[src/rtl/ccff_chain_loader.sv]
// Configuration chain loader: serialises bitstream words MSB-first onto
// ccff_head and CRC-checks the chain through a non-destructive recirculating
// readback.
module ccff_chain_loader #(
  parameter int unsigned CHAIN_LEN = 88*64,
  parameter int unsigned WORD_W    = 32
) (
  input  logic              prog_clk,
  input  logic              prog_reset_n,
  input  logic              load_start,
  input  logic              rb_start,
  input  logic [WORD_W-1:0] cfg_data,
  input  logic              cfg_valid,
  output logic              cfg_ready,
  output logic              ccff_head,
  output logic              ccff_shift_en,
  input  logic              ccff_tail,
  output logic              busy,
  output logic              done,
  output logic              crc_ok,
  output logic [15:0]       load_crc
);

  localparam int unsigned CW = $clog2(CHAIN_LEN + 1);
  localparam int unsigned RW = $clog2(WORD_W + 1);
  localparam logic [CW-1:0] LEN_C  = CW'(CHAIN_LEN);
  localparam logic [CW-1:0] LAST_C = CW'(CHAIN_LEN - 1);
  localparam logic [15:0]   CRC_INIT = 16'hFFFF;
  localparam logic [15:0]   CRC_POLY = 16'h1021;

  typedef enum logic [1:0] {
    S_IDLE,
    S_LOAD,
    S_RB
  } state_t;

  state_t            state;
  state_t            state_nx;

  logic [WORD_W-1:0] sreg;      // word being shifted out, MSB at the top
  logic [RW-1:0]     reg_cnt;   // bits still to shift from sreg
  logic [CW-1:0]     acc;       // bits accepted from cfg_data so far
  logic [CW-1:0]     cnt;       // shift_en cycles in the current operation
  logic [15:0]       crc;
  logic [15:0]       crc_nx;
  logic              loaded;
  logic              crc_ok_q;
  logic              done_q;

  logic              shift_raw;
  logic              ready_raw;
  logic              head_raw;
  logic              last_shift;
  logic [CW-1:0]     rem;
  logic [RW-1:0]     take;
  logic              crc_fb;

  // State register
  always_ff @(posedge prog_clk) begin
    if (!prog_reset_n) begin
      state <= S_IDLE;
    end else begin
      state <= state_nx;
    end
  end

  // Next-state decode and chain-side strobes
  always_comb begin
    state_nx   = state;
    shift_raw  = 1'b0;
    ready_raw  = 1'b0;
    head_raw   = 1'b0;
    last_shift = 1'b0;
    unique case (state)
      S_IDLE: begin
        if (load_start) begin
          state_nx = S_LOAD;
        end else if (rb_start) begin
          state_nx = S_RB;
        end
      end
      S_LOAD: begin
        shift_raw  = (reg_cnt != '0);
        head_raw   = sreg[WORD_W-1];
        // Ready while the last buffered bit drains so words stream with no gap.
        ready_raw  = ((reg_cnt == '0) || ((reg_cnt == RW'(1)) && shift_raw)) && (acc != LEN_C);
        last_shift = shift_raw && (cnt == LAST_C);
        if (last_shift) begin
          state_nx = S_IDLE;
        end
      end
      S_RB: begin
        shift_raw  = 1'b1;
        head_raw   = ccff_tail;
        last_shift = (cnt == LAST_C);
        if (last_shift) begin
          state_nx = S_IDLE;
        end
      end
      default: state_nx = S_IDLE;
    endcase
  end

  // Size of the next accepted word: full width, or the tail remainder
  always_comb begin
    rem = LEN_C - acc;
    if (32'(rem) >= WORD_W) begin
      take = RW'(WORD_W);
    end else begin
      take = RW'(rem);
    end
  end

  // Bit-serial CRC-16-CCITT step on the bit entering the chain
  always_comb begin
    crc_fb = crc[15] ^ head_raw;
    crc_nx = {crc[14:0], 1'b0} ^ (crc_fb ? CRC_POLY : 16'h0000);
  end

  // Datapath: word buffer, counters, CRC and completion flags
  always_ff @(posedge prog_clk) begin
    if (!prog_reset_n) begin
      sreg     <= '0;
      reg_cnt  <= '0;
      acc      <= '0;
      cnt      <= '0;
      crc      <= CRC_INIT;
      load_crc <= CRC_INIT;
      loaded   <= 1'b0;
      crc_ok_q <= 1'b0;
      done_q   <= 1'b0;
    end else begin
      done_q <= 1'b0;
      if (state == S_IDLE) begin
        if (state_nx != S_IDLE) begin
          crc     <= CRC_INIT;
          cnt     <= '0;
          acc     <= '0;
          reg_cnt <= '0;
          sreg    <= '0;
        end
        if (state_nx == S_LOAD) begin
          loaded <= 1'b0;
        end
      end else begin
        if (shift_raw) begin
          crc <= crc_nx;
          cnt <= cnt + CW'(1);
        end
        if (state == S_LOAD) begin
          // A handshake only happens as the buffer empties, so it replaces the shift.
          if (cfg_valid && ready_raw) begin
            sreg    <= cfg_data;
            reg_cnt <= take;
            acc     <= acc + CW'(take);
          end else if (shift_raw) begin
            sreg    <= sreg << 1;
            reg_cnt <= reg_cnt - RW'(1);
          end
        end
        if (last_shift) begin
          done_q <= 1'b1;
          if (state == S_LOAD) begin
            load_crc <= crc_nx;
            loaded   <= 1'b1;
            crc_ok_q <= 1'b0;
          end else begin
            crc_ok_q <= loaded && (crc_nx == load_crc);
          end
        end
      end
    end
  end

  // Reset gates the strobes in the same cycle it is asserted
  assign ccff_shift_en = shift_raw & prog_reset_n;
  assign cfg_ready     = ready_raw & prog_reset_n;
  assign ccff_head     = head_raw & prog_reset_n;
  assign busy          = (state != S_IDLE);
  assign done          = done_q;
  assign crc_ok        = crc_ok_q;

endmodule

[config.mk]
export PLATFORM = sky130hd
export DESIGN_NAME = ccff_chain_loader
export DESIGN_NICKNAME = d
export VERILOG_FILES = /design/src/rtl/ccff_chain_loader.sv
export SDC_FILE = /design/constraint.sdc
export NUM_CORES = 1
export LEC_CHECK = 0
export CAP_MARGIN = 15
export CORE_UTILIZATION = 45
export CTS_BUF_LIST = sky130_fd_sc_hd__clkbuf_8
export CTS_CLUSTER_DIAMETER = 50
export DETAILED_ROUTE_END_ITERATION = 8
export GPL_ROUTABILITY_DRIVEN = 1
export GPL_TIMING_DRIVEN = 0
export PLACE_DENSITY_LB_ADDON = 0.15
export REMOVE_ABC_BUFFERS = 1
export SYNTH_ARGS = -nofsm -noshare
export SYNTH_HDL_FRONTEND = slang
export SYNTH_SLANG_ARGS = --single-unit
[constraint.sdc]
create_clock -name prog_clk -period 3.55 [get_ports prog_clk]
set_input_delay 0.71 -clock prog_clk [delete_from_list [all_inputs] [get_ports prog_clk]]
set_output_delay 0.71 -clock prog_clk [all_outputs]
set_load 0.01 [all_outputs]
==> summary.md, run 1 <==
| Metric | Value |
|---|---|
| Layout Nets | 792 |
| Clock-pin transition on the worst setup and hold timing paths | 0.09 ns |
| Hold bufs inserted after CTS | 0 |
| 1st-pass router iterations | 7 |
| Total power per unit cell area | 344 nW/um^2 |
| Via Count | 5166 |
| Root Buffer | clkbuf_8 |
| Post-synthesis cell area | ~5500 sq um |
| Final Max Slew Viols | 0 |
| Dpl hpwl | 9170 microns |
| # rows | 40 |
| Total gr overflow | 0 |
| Top_reg_cell synth | dfxtp_1 |
| Fin crit share | 0.963 |
| Placement Setup Slack | -0.537 ns |
| First-pass GRT wire length | between 20000 and 25000 microns |
| Critical path type | in -> out |
| Initial Utilization | 0.460 |
| Max-cap viol count | 0 |
| Post-route ant nets | 0 |
| Top cell family by delay on the critical path | buffers and inverters |
| Avg Cell Area, Syn | roughly 8 sq um |
| CP Launch Point | prog_reset_n |
| Initial antenna violation count | 0 |
| Slew Limit Headroom | 0.330 |
| Post-layout util | 0.561 |
| Post-layout min period | 3.42 ns |
| Core area | around 12000 sq um |
| Yosys warnings | 0 |
| Worst setup EP type | primary output |
| FF-to-FF path depth | 17 |
| Crit path required time | 2.84 ns |
| Clock buffer depth | 2 |
| Input/output buffers | 59 |
| Synth top area share | 0.368 |
| Num CTS Buffers | 9 |
| Setup crit end | cfg_ready |
| Grt met1 use | 0.285 |
| TNS Setup | 0 ns |
| Highest net fanout along the worst path | 26 |
| Worst-path cell chain | clkdlybuf4s15_1, buf_16, inv_2, nor4_1, clkdlybuf4s50_1 |
| GRT met3 Usage | 0.0518 |
| Max IR drop VDD | 0.285 mV |
| F_max | just under 300 MHz |
| Synth area leader | dfxtp_1 |
| DR iter-0 viols | 408 |
| Largest net degree at the start of global routing | 44 |
| Vias in the first global route | around 4800 |
| DRC violation count after routing | 0 |
| CTS Sinks | 101 |
| FF-to-FF Start | acc[1] |
| R2R Setup Slk | 0.15 ns |
| WL/cell | between 15 and 20 microns |
| Overall Global Routing Usage | 0.223 |
| Number of synthesized flops with an enable pin | 0 |
| Final Hold Fails | 0 |
| Slowest cell on the critical path | clkdlybuf4s50_1 |
| Grt met2 use | 0.369 |
| # setup viols final | 0 |
| Syn Inst Count | 702 |
| CTS tree | built |
| Status | finished clean |
| # IOs | 60 |
| Static Leak | between 2 and 2.5 nW |
| N_diodes | 0 |
| Type of origin of the critical path | primary input |
| CTS H-Tree Depth | 3 |
| Crit path DAT | about 2.7 ns |
| Share of cells above drive strength 1 | 0.105 |
| Die height | 113 microns |
| Number of synthesized register bits | 101 |
| Routability Congestion | 0.880 |
| Clock latency on the worst-skew pair | approximately 0.38 ns |
| Worst-Margin Slew | 0.997 ns |
| FF-to-FF End | acc[4] |
| Area delta synth->final | 22.1% |
| Fin Hold WS | between 0.4 and 0.5 ns |
| Critical Path Stages | 5 |
| Top Usage Layer GRT | met2 |
| Ys async rst share | 0 |
| CP bufs+invs | 4 |
| Die extent in x | 113 microns |
| Synth area leaders | dfxtp_1 (37%), mux2i_1 (6.6%), nor3_1 (6.1%), nor2_1 (5.8%), a21oi_1 (5.0%) |
| WL final | roughly 14000 microns |
| Max incr delay on CP | 0.61 ns |
| Vias per Instance | 5.78 |
| Clock Skew | 0.00931 ns |
| Yosys cell types | 63 |
| Seq/Total Area, Yosys | 0.368 |
| Die area | 12700 sq um |
| Post-route setup slack | 0.132 ns |
| Worst hold path type | reg -> reg |
-- worst min path at each step --
| stage | startpoint | cells past startpoint | end |
|---|---|---|---|
| global placement | sreg[16] | 2 | sreg[16] |
| finish | sreg[17] | 2 | sreg[17] |
| floorplan | sreg[10] | 2 | sreg[10] |
| CTS | sreg[17] | 2 | sreg[17] |
| detailed placement | sreg[17] | 2 | sreg[17] |
| global route | load_crc[4] | 2 | load_crc[4] |
-- cells in the mapped netlist, types with 6 or more instances --
master,number
dfxtp_1,101
nand4_1,6
nand2_1,73
xnor2_1,19
inv_1,14
buf_2,9
nor3_1,67
or3_1,7
and3_1,8
o211ai_1,11
ha_1,10
xor2_1,15
clkbuf_1,32
nor2_1,85
a21oi_1,55
mux2i_1,36
o21ai_0,32
nor4_1,9
nand3_1,29
-- registers in the layout, summed over array words and instances, names as in the netlist --
register	count
sreg	32
crc	16
load_crc	16
acc	13
cnt	13
reg_cnt	6
state	2
crc_ok	1
done	1
loaded	1
-- placed cells by master, fill, tap and decap left out, types with 5 or more instances in the layout --
master and instances:
nor3_1 64, nand2_1 72, dfxtp_2 5, xor2_1 15, buf_4 11, nor4_1 7
nor2_1 83, clkbuf_8 9, or3_1 6, dfxtp_1 92, clkdlybuf4s50_1 58, mux2i_1 36
o21ai_0 31, nand3_1 28, ha_1 8, o211ai_1 11, nand4_1 6, and3_1 7
a21oi_1 51, xnor2_1 19, inv_1 13
-- repair_timing --
action / 4_1_cts / 5_1_grt
setup endpoints to repair: 11 / 45
setup buffers: 5 / 4
gates cloned: 0 / 0
resized for setup: 21 / 33
pin swaps: 4 / 9
-- cell families after synthesis --
kind of cell | Yosys count | share of synthesized area
multiplexers | 36 | 0.0655
flip-flops | 101 | 0.368
buffers and inverters | 61 | 0.0464
AO/OA/AOI/OAI | 146 | 0.170
adder cells (fa/ha/maj) | 11 | 0.0264
AND/OR/NAND/NOR | 313 | 0.270
XOR/XNOR | 34 | 0.0542
-- power by group --
group	internal (mW)	leakage (nW)	switching, mW
sequential	1.14	0.821	0.00646
clock	0.387	0.0986	0.402
combinational	0.152	1.43	0.230
-- layout make-up --
type                    instances  area, sq um
inverters                      15         56.3
clock inverters                 5         78.8
multi-input cells             540         3420
flip-flops and latches        101         2040
clock buffers                   9          124
well taps                     147          184
fillers                      1077         5250
repair buffers                 76          807
-- worst register-to-register path, stage by stage, from the launching register on --
cell and delay [ns]:
dfxtp_4 0.40, inv_2 0.07, ha_4 0.19, nor2b_4 0.15, a2111oi_4 0.34, nor4_4 0.10, buf_4 0.16, or2_2 0.36
nor2_4 0.15, nand2_1 0.08, fa_2 0.35, inv_1 0.09, a21oi_2 0.11, xnor2_1 0.18, nor2_1 0.06, o31a_1 0.27
a32oi_1 0.18, nand2_1 0.07
-- through the flow --
stage | total power, mW | instance area (sq um) | cells
floorplan | 1.37 | 5300 | 656
global placement | 1.49 | 6070 | 862
detailed placement | 1.54 | 6230 | 870
CTS | 2.33 | 6530 | 889
global route | 2.40 | 6720 | 893
finish | 2.31 | 6720 | 893
-- layer usage --
layer	share of wire	up-vias
met2	0.48	136
met5	0	-
met4	0.018	0
met3	0.050	29
met1	0.46	2425
li1	-	2576
(Power assumes the default switching activity.)
==> run 2: changes to the inputs <==
==> constraint.sdc (replaced) <==
create_clock -name prog_clk -period 3.55 [get_ports prog_clk]
set_input_delay 0.71 -clock prog_clk [delete_from_list [all_inputs] [get_ports prog_clk]]
set_output_delay 0.71 -clock prog_clk [all_outputs]
set_load 0.05 [all_outputs]
==> run 2 against run 1 <==
Cell area up 1.2%. Critical endpoint is now acc[9]. Clock power about the same. Global-route usage down 0.10 points. Total power up 0.46%. Highest routed layer unchanged. Combinational power up 3%. First-iteration DRC count up 1.7%.
==> summary.md, run 2 (synthesis results as in run 1) <==
| Metric | Value |
|---|---|
| Status | finished clean |
| Vias per Instance | 5.76 |
| Final Hold Fails | 0 |
| Slowest cell on the critical path | a2111o_1 |
| TNS Setup | 0 ns |
| Layout Nets | 802 |
| Non-Filler Cell Area, Final | 6800 sq um |
| # setup viols final | 0 |
| Clock latency on the worst-skew pair | 0.38 ns |
| N_diodes | 0 |
| Hold bufs inserted after CTS | 0 |
| RSZ-0062 raised after global routing | yes |
| DRC violation count after routing | 0 |
| Via Count | about 5200 |
| Critical path type | reg -> reg |
| Die extent in x | 113 microns |
| Area post-placement | around 6200 sq um |
| Crit path required time | 3.80 ns |
| Worst setup EP type | register |
| First-pass GRT wire length | 22800 microns |
| Largest register FFs | 32 |
| Post-layout min period | approximately 3.4 ns |
| Type of origin of the critical path | register |
| Highest net fanout along the worst path | 5 |
| Most frequent cells in the layout | dfxtp_1 (91), nor2_1 (83), nand2_1 (72) |
| Slew Limit Headroom | 0.339 |
| Max incr delay on CP | 0.47 ns |
| CTS H-Tree Depth | 3 |
| Vias in the first global route | 4819 |
| WL/cell | 15.5 microns |
| WL final | 14000 microns |
| Dpl hpwl | 9170 microns |
| Fillers | 1078 |
| Core area | around 12000 sq um |
| 1st-pass router iterations | 5 |
| Total power per unit cell area | 342 nW/um^2 |
| Reg with most FFs | sreg |
| Clock Skew | 0.0109 ns |
| # rows | 40 |
| Post-route ant nets | 0 |
| Area delta synth->final | 23.7% |
| Share of cells above drive strength 1 | 0.118 |
| Worst-Margin Slew | 0.984 ns |
| Initial antenna violation count | 0 |
| Clock-pin transition on the worst setup and hold timing paths | 0.10 ns |
| # IOs | 60 |
| Initial Utilization | 0.460 |
| Final Max Slew Viols | 0 |
| Total gr overflow | 0 |
| Overall Global Routing Usage | 0.222 |
| DR iter-0 viols | around 420 |
| CTS Sinks | 101 |
| Worst hold path type | reg -> reg |
| Largest net degree at the start of global routing | 44 |
| Static Leak | 2.43 nW |
| Leading cell type in the layout, fill and taps excluded | dfxtp_1 |
| F_max | 291 MHz |
| Num CTS Buffers | 9 |
| Max IR drop VDD | 0.285 mV |
| R2R Setup Slk | 0.11 ns |
| Tot Pwr | 2.32 mW |
| Worst-path cell chain | or3_4, a2111oi_4, a21oi_2, nor2_2, buf_4, nand2_2, nor2_1, ha_2, a21oi_2, o31ai_1, a2111o_1, nor2_2, o311a_1, o21ai_0 |
| Clock buffer depth | 2 |
| Top Registers | sreg: 32 flops, crc: 16 flops, load_crc: 16 flops |
| Max-cap viol count | 0 |
| Die height | 113 microns |
| CTS tree | built |
| Routability Congestion | between 0.8 and 0.9 |
| Fin crit share | 0.968 |
| Input/output buffers | 59 |
| Fin Hold WS | 0.497 ns |
| Root Buffer | clkbuf_8 |
| Crit path DAT | roughly 3.7 ns |
| Die area | ~13000 sq um |
==> run 2: cell types whose count changed in the layout (fill, tap and decap cells not counted), sizes merged <==
cell	previous run	this run
clkdlybuf4s15	1	0
dlygate4sd2	0	2
buf	17	25
dlymetal6s2s	0	1
clkbuf	9	11
clkdlybuf4s50	58	56
==> run 2: worst paths after layout <==
kind,start,end,cells after the start
worst min register to register,sreg[23],sreg[23],2
worst min-delay path,sreg[23],sreg[23],2
worst max register to register,acc[4],acc[9],14
worst max-delay path,acc[4],acc[9],14
==> run 2: final cells by class <==
type / count / area (sq um) / area share
tap: 147 / 184 / 0.0271
multi-input combinational: 540 / 3420 / 0.503
sequential: 101 / 2050 / 0.301
inverter: 15 / 58.8 / 0.00865
clock buffer: 9 / 124 / 0.0182
timing repair buffer: 86 / 890 / 0.131
clock inverter: 5 / 78.8 / 0.0116
==> run 2: per-stage QoR <==
stage / util / cells / setup WS [ns]
after global placement: 0.508 / 862 / -2.79
after floorplan: - / 656 / -0.940
after CTS: 0.545 / 887 / 0.00889
final: 0.568 / 903 / 0.114
after detailed placement: 0.521 / 870 / -0.537
after global routing: 0.568 / 903 / -0.0928
==> run 2: worst max-delay path, delay by kind of cell (launching register included) <==
family | cells | cell delay [ns]
flops | 1 | 0.38
simple gates | 5 | 1.01
fa+ha+maj | 1 | 0.33
buf+inv | 1 | 0.15
compound gates | 7 | 1.45
==> run 2: timing repair <==
item	4_1_cts	5_1_grt
buffers inserted	3	16
resized for setup	21	36
pin swaps	4	12
setup endpoints to repair	12	45
==> run 2: power by group <==
group          internal [mW]  switching (mW)
Clock                  0.387           0.403
Combinational          0.151           0.241
Sequential              1.13         0.00629
Total                   1.67           0.650
==> run 2: metal layers <==
metal | part of all wire | GRT usage | vias to the layer above
met5 | 0 | 0 | -
met4 | 0.016 | 0.0747 | 0
met3 | 0.048 | 0.0513 | 21
met2 | 0.48 | 0.369 | 134
met1 | 0.46 | 0.284 | 2448
li1 | - | - | 2600
==> run 3: changes to the inputs <==
--- a/config.mk
+++ b/config.mk
@@ -13,7 +13,6 @@
 export GPL_ROUTABILITY_DRIVEN = 1
 export GPL_TIMING_DRIVEN = 0
 export PLACE_DENSITY_LB_ADDON = 0.15
-export REMOVE_ABC_BUFFERS = 1
 export SYNTH_ARGS = -nofsm -noshare
 export SYNTH_HDL_FRONTEND = slang
 export SYNTH_SLANG_ARGS = --single-unit
==> run 3 against run 2 <==
Worst setup slack got worse by 0.045 ns. Total power decreased by 1.6%. Sequential share of layout area decreased by 0.20 points. Die area unchanged. Sequential power about the same. Largest power group unchanged. Combinational power decreased by 3%. First-iteration DRC count increased by 13%. Largest cell class unchanged. Hold slack got worse by 0.0017 ns. Count of clock-buffer cells in the layout unchanged.
==> summary.md, run 3 (synthesis results as in run 1) <==
| Metric | Value |
|---|---|
| Status | finished clean |
| Leading cell type in the layout, fill and taps excluded | dfxtp_1 |
| # IOs | 60 |
| Seq pwr share | 0.501 |
| Type of origin of the critical path | primary input |
| # setup viols final | 0 |
| Highest net fanout along the worst path | 10 |
| Clock power frac | 0.333 |
| Routability Congestion | around 0.9 |
| Met2 routed WL | 7000 microns |
| Reg with most FFs | sreg |
| Final Max Slew Viols | 0 |
| Worst hold path type | reg -> reg |
| # rows | 40 |
| Crit path DAT | between 2 and 3 ns |
| Initial Utilization | 0.460 |
| Root Buffer | clkbuf_8 |
| First-pass GRT wire length | ~24000 microns |
| Multi-input logic area | 3400 sq um |
| Die height | 113 microns |
| Mapped Nets | 751 |
| Slew Limit Headroom | 0.284 |
| Top Registers | sreg: 32 flops, crc: 16 flops, load_crc: 16 flops |
| Area delta synth->final | 23.1% |
| Die area | 12700 sq um |
| CTS tree | built |
| WL/cell | ~16 microns |
| Max IR drop VDD | 0.266 mV |
| WL met3 | 651 microns |
| WHS Endpoint | sreg[6] |
| Slowest cell on the critical path | clkdlybuf4s50_1 |
| M1 wire length | 6970 microns |
| Total gr overflow | 0 |
| Hold depth | 2 |
| Fin crit share | 0.981 |
| Hold bufs inserted after CTS | 0 |
| CTS H-Tree Depth | 3 |
| Max incr delay on CP | 0.60 ns |
| Clock buffer depth | 2 |
| 1st-pass router iterations | 5 |
| Total power per unit cell area | 338 nW/um^2 |
| Input/output buffers | 59 |
| DRC violation count after routing | 0 |
| Layout Nets | 832 |
| Worst setup EP type | primary output |
| Clock Skew | 0.00817 ns |
| Cell Int Power | about 1.6 mW |
| Fillers | 1114 |
| Critical path type | in -> out |
| Reg area | 2020 sq um |
| FF-to-FF Start | acc[7] |
| Uppermost layer routed | met4 |
| Largest net degree at the start of global routing | 18 |
| Post-route ant nets | 0 |
| Worst-path cell chain | clkdlybuf4s50_1, inv_1, clkbuf_1, clkbuf_2, nor2_1, dlygate4sd2_1 |
| DR iter-0 viols | between 400 and 500 |
| N_diodes | 0 |
| Combinational share of power | 0.166 |
| Post-layout util | 0.566 |
| Net Sw Power | 0.687 mW |
| Static Leak | 2.44 nW |
| Sw Ratio | 0.301 |
| Largest register FFs | 32 |
| CTS Sinks | around 100 |
| Core area | 12000 sq um |
| FF-to-FF End | acc[5] |
| Overall Global Routing Usage | 0.241 |
| Vias in the first global route | 5061 |
| Clock-pin transition on the worst setup and hold timing paths | 0.09 ns |
| Initial antenna violation count | 0 |
| Most frequent cells in the layout | dfxtp_1 (100), nor2_1 (83), nand2_1 (72) |
| Worst-Margin Slew | 1.07 ns |
| Post-layout min period | roughly 3.5 ns |
| Via Count | between 5000 and 6000 |
| Min-Delay Startpoint | sreg[6] |
| Dpl hpwl | 10600 microns |
| FF-to-FF path depth | 14 |
| WL final | ~15000 microns |
| Clock latency on the worst-skew pair | 0.39 ns |
| RSZ-0062 raised after global routing | yes |
| Share of cells above drive strength 1 | 0.104 |
| Num CTS Buffers | 9 |
| Die extent in x | 113 microns |
| Crit path required time | 2.84 ns |
| Max-cap viol count | 0 |
| R2R Setup Slk | 0.11 ns |
| F_max | roughly 290 MHz |
| Tot Pwr | 2.29 mW |
| Vias per Instance | 5.74 |
| Final Hold Fails | 0 |
[run 3: changes by cell type in the layout (fill, tap and decap cells not counted), sizes merged]
cell	change
clkinvlp	-2
buf	+6
bufinv	-1
clkbuf	+24
inv	+1
clkinv	+4
[run 3: worst max-delay path by stage]
stage | startpoint | to | slack [ns] | cells past startpoint
floorplan | acc[0] | acc[5] | 0.04 | 17
global placement | acc[0] | acc[6] | -0.60 | 17
detailed placement | acc[0] | acc[6] | -0.72 | 17
CTS | acc[0] | acc[5] | 0.007 | 16
global route | acc[7] | acc[5] | -0.03 | 14
finish | prog_reset_n | ccff_head | 0.07 | 6
[run 3: timing repair]
item | 4_1_cts | 5_1_grt
setup endpoints to repair | 13 | 10
pin swaps | 5 | 11
setup buffers | 3 | 13
gates resized for setup | 34 | 12
cloned | 0 | 0
[run 3: critical path: cells and delay by family]
kind                   cells  cell delay [ns]
buffers and inverters      5             1.83
AND/OR/NAND/NOR            1             0.22
[run 3: power groups by stage]
stage | registers, mW | clock network, mW | logic (mW)
after floorplan | 1.17 | 0 | 0.247
after global placement | 1.17 | 0 | 0.373
after detailed placement | 1.17 | 0 | 0.377
after CTS | 1.14 | 0.778 | 0.380
after global routing | 1.15 | 0.818 | 0.415
final | 1.14 | 0.762 | 0.379
[run 3: routing by layer]
layer  track usage  vias up
li1              -     2667
met4         0.102        0
met5             0        -
met2         0.401      134
met1         0.308     2541
met3        0.0416       21
[run 3: cell type report]
type | instances | area share
buffer | 41 | 0.0279
clock buffer | 9 | 0.0183
clock inverter | 7 | 0.0109
inverter | 15 | 0.00832
multi-input combinational | 540 | 0.503
sequential | 101 | 0.299
tap | 147 | 0.0272
timing repair buffer | 75 | 0.105
[run 3: per-stage QoR]
stage | hold slack [ns] | std cells | cell area [sq um] | TNS [ns] | worst slack [ns]
after global routing | 0.512 | 935 | 6770 | -0.0557 | -0.0284
final | 0.496 | 935 | 6770 | 0 | 0.0690
after detailed placement | 0.477 | 908 | 6270 | -6.52 | -0.719
after global placement | 0.467 | 908 | 6270 | -5.25 | -0.597
after floorplan | 0.456 | 702 | 5500 | 0 | 0.0363
after CTS | 0.499 | 924 | 6630 | 0 | 0.00711
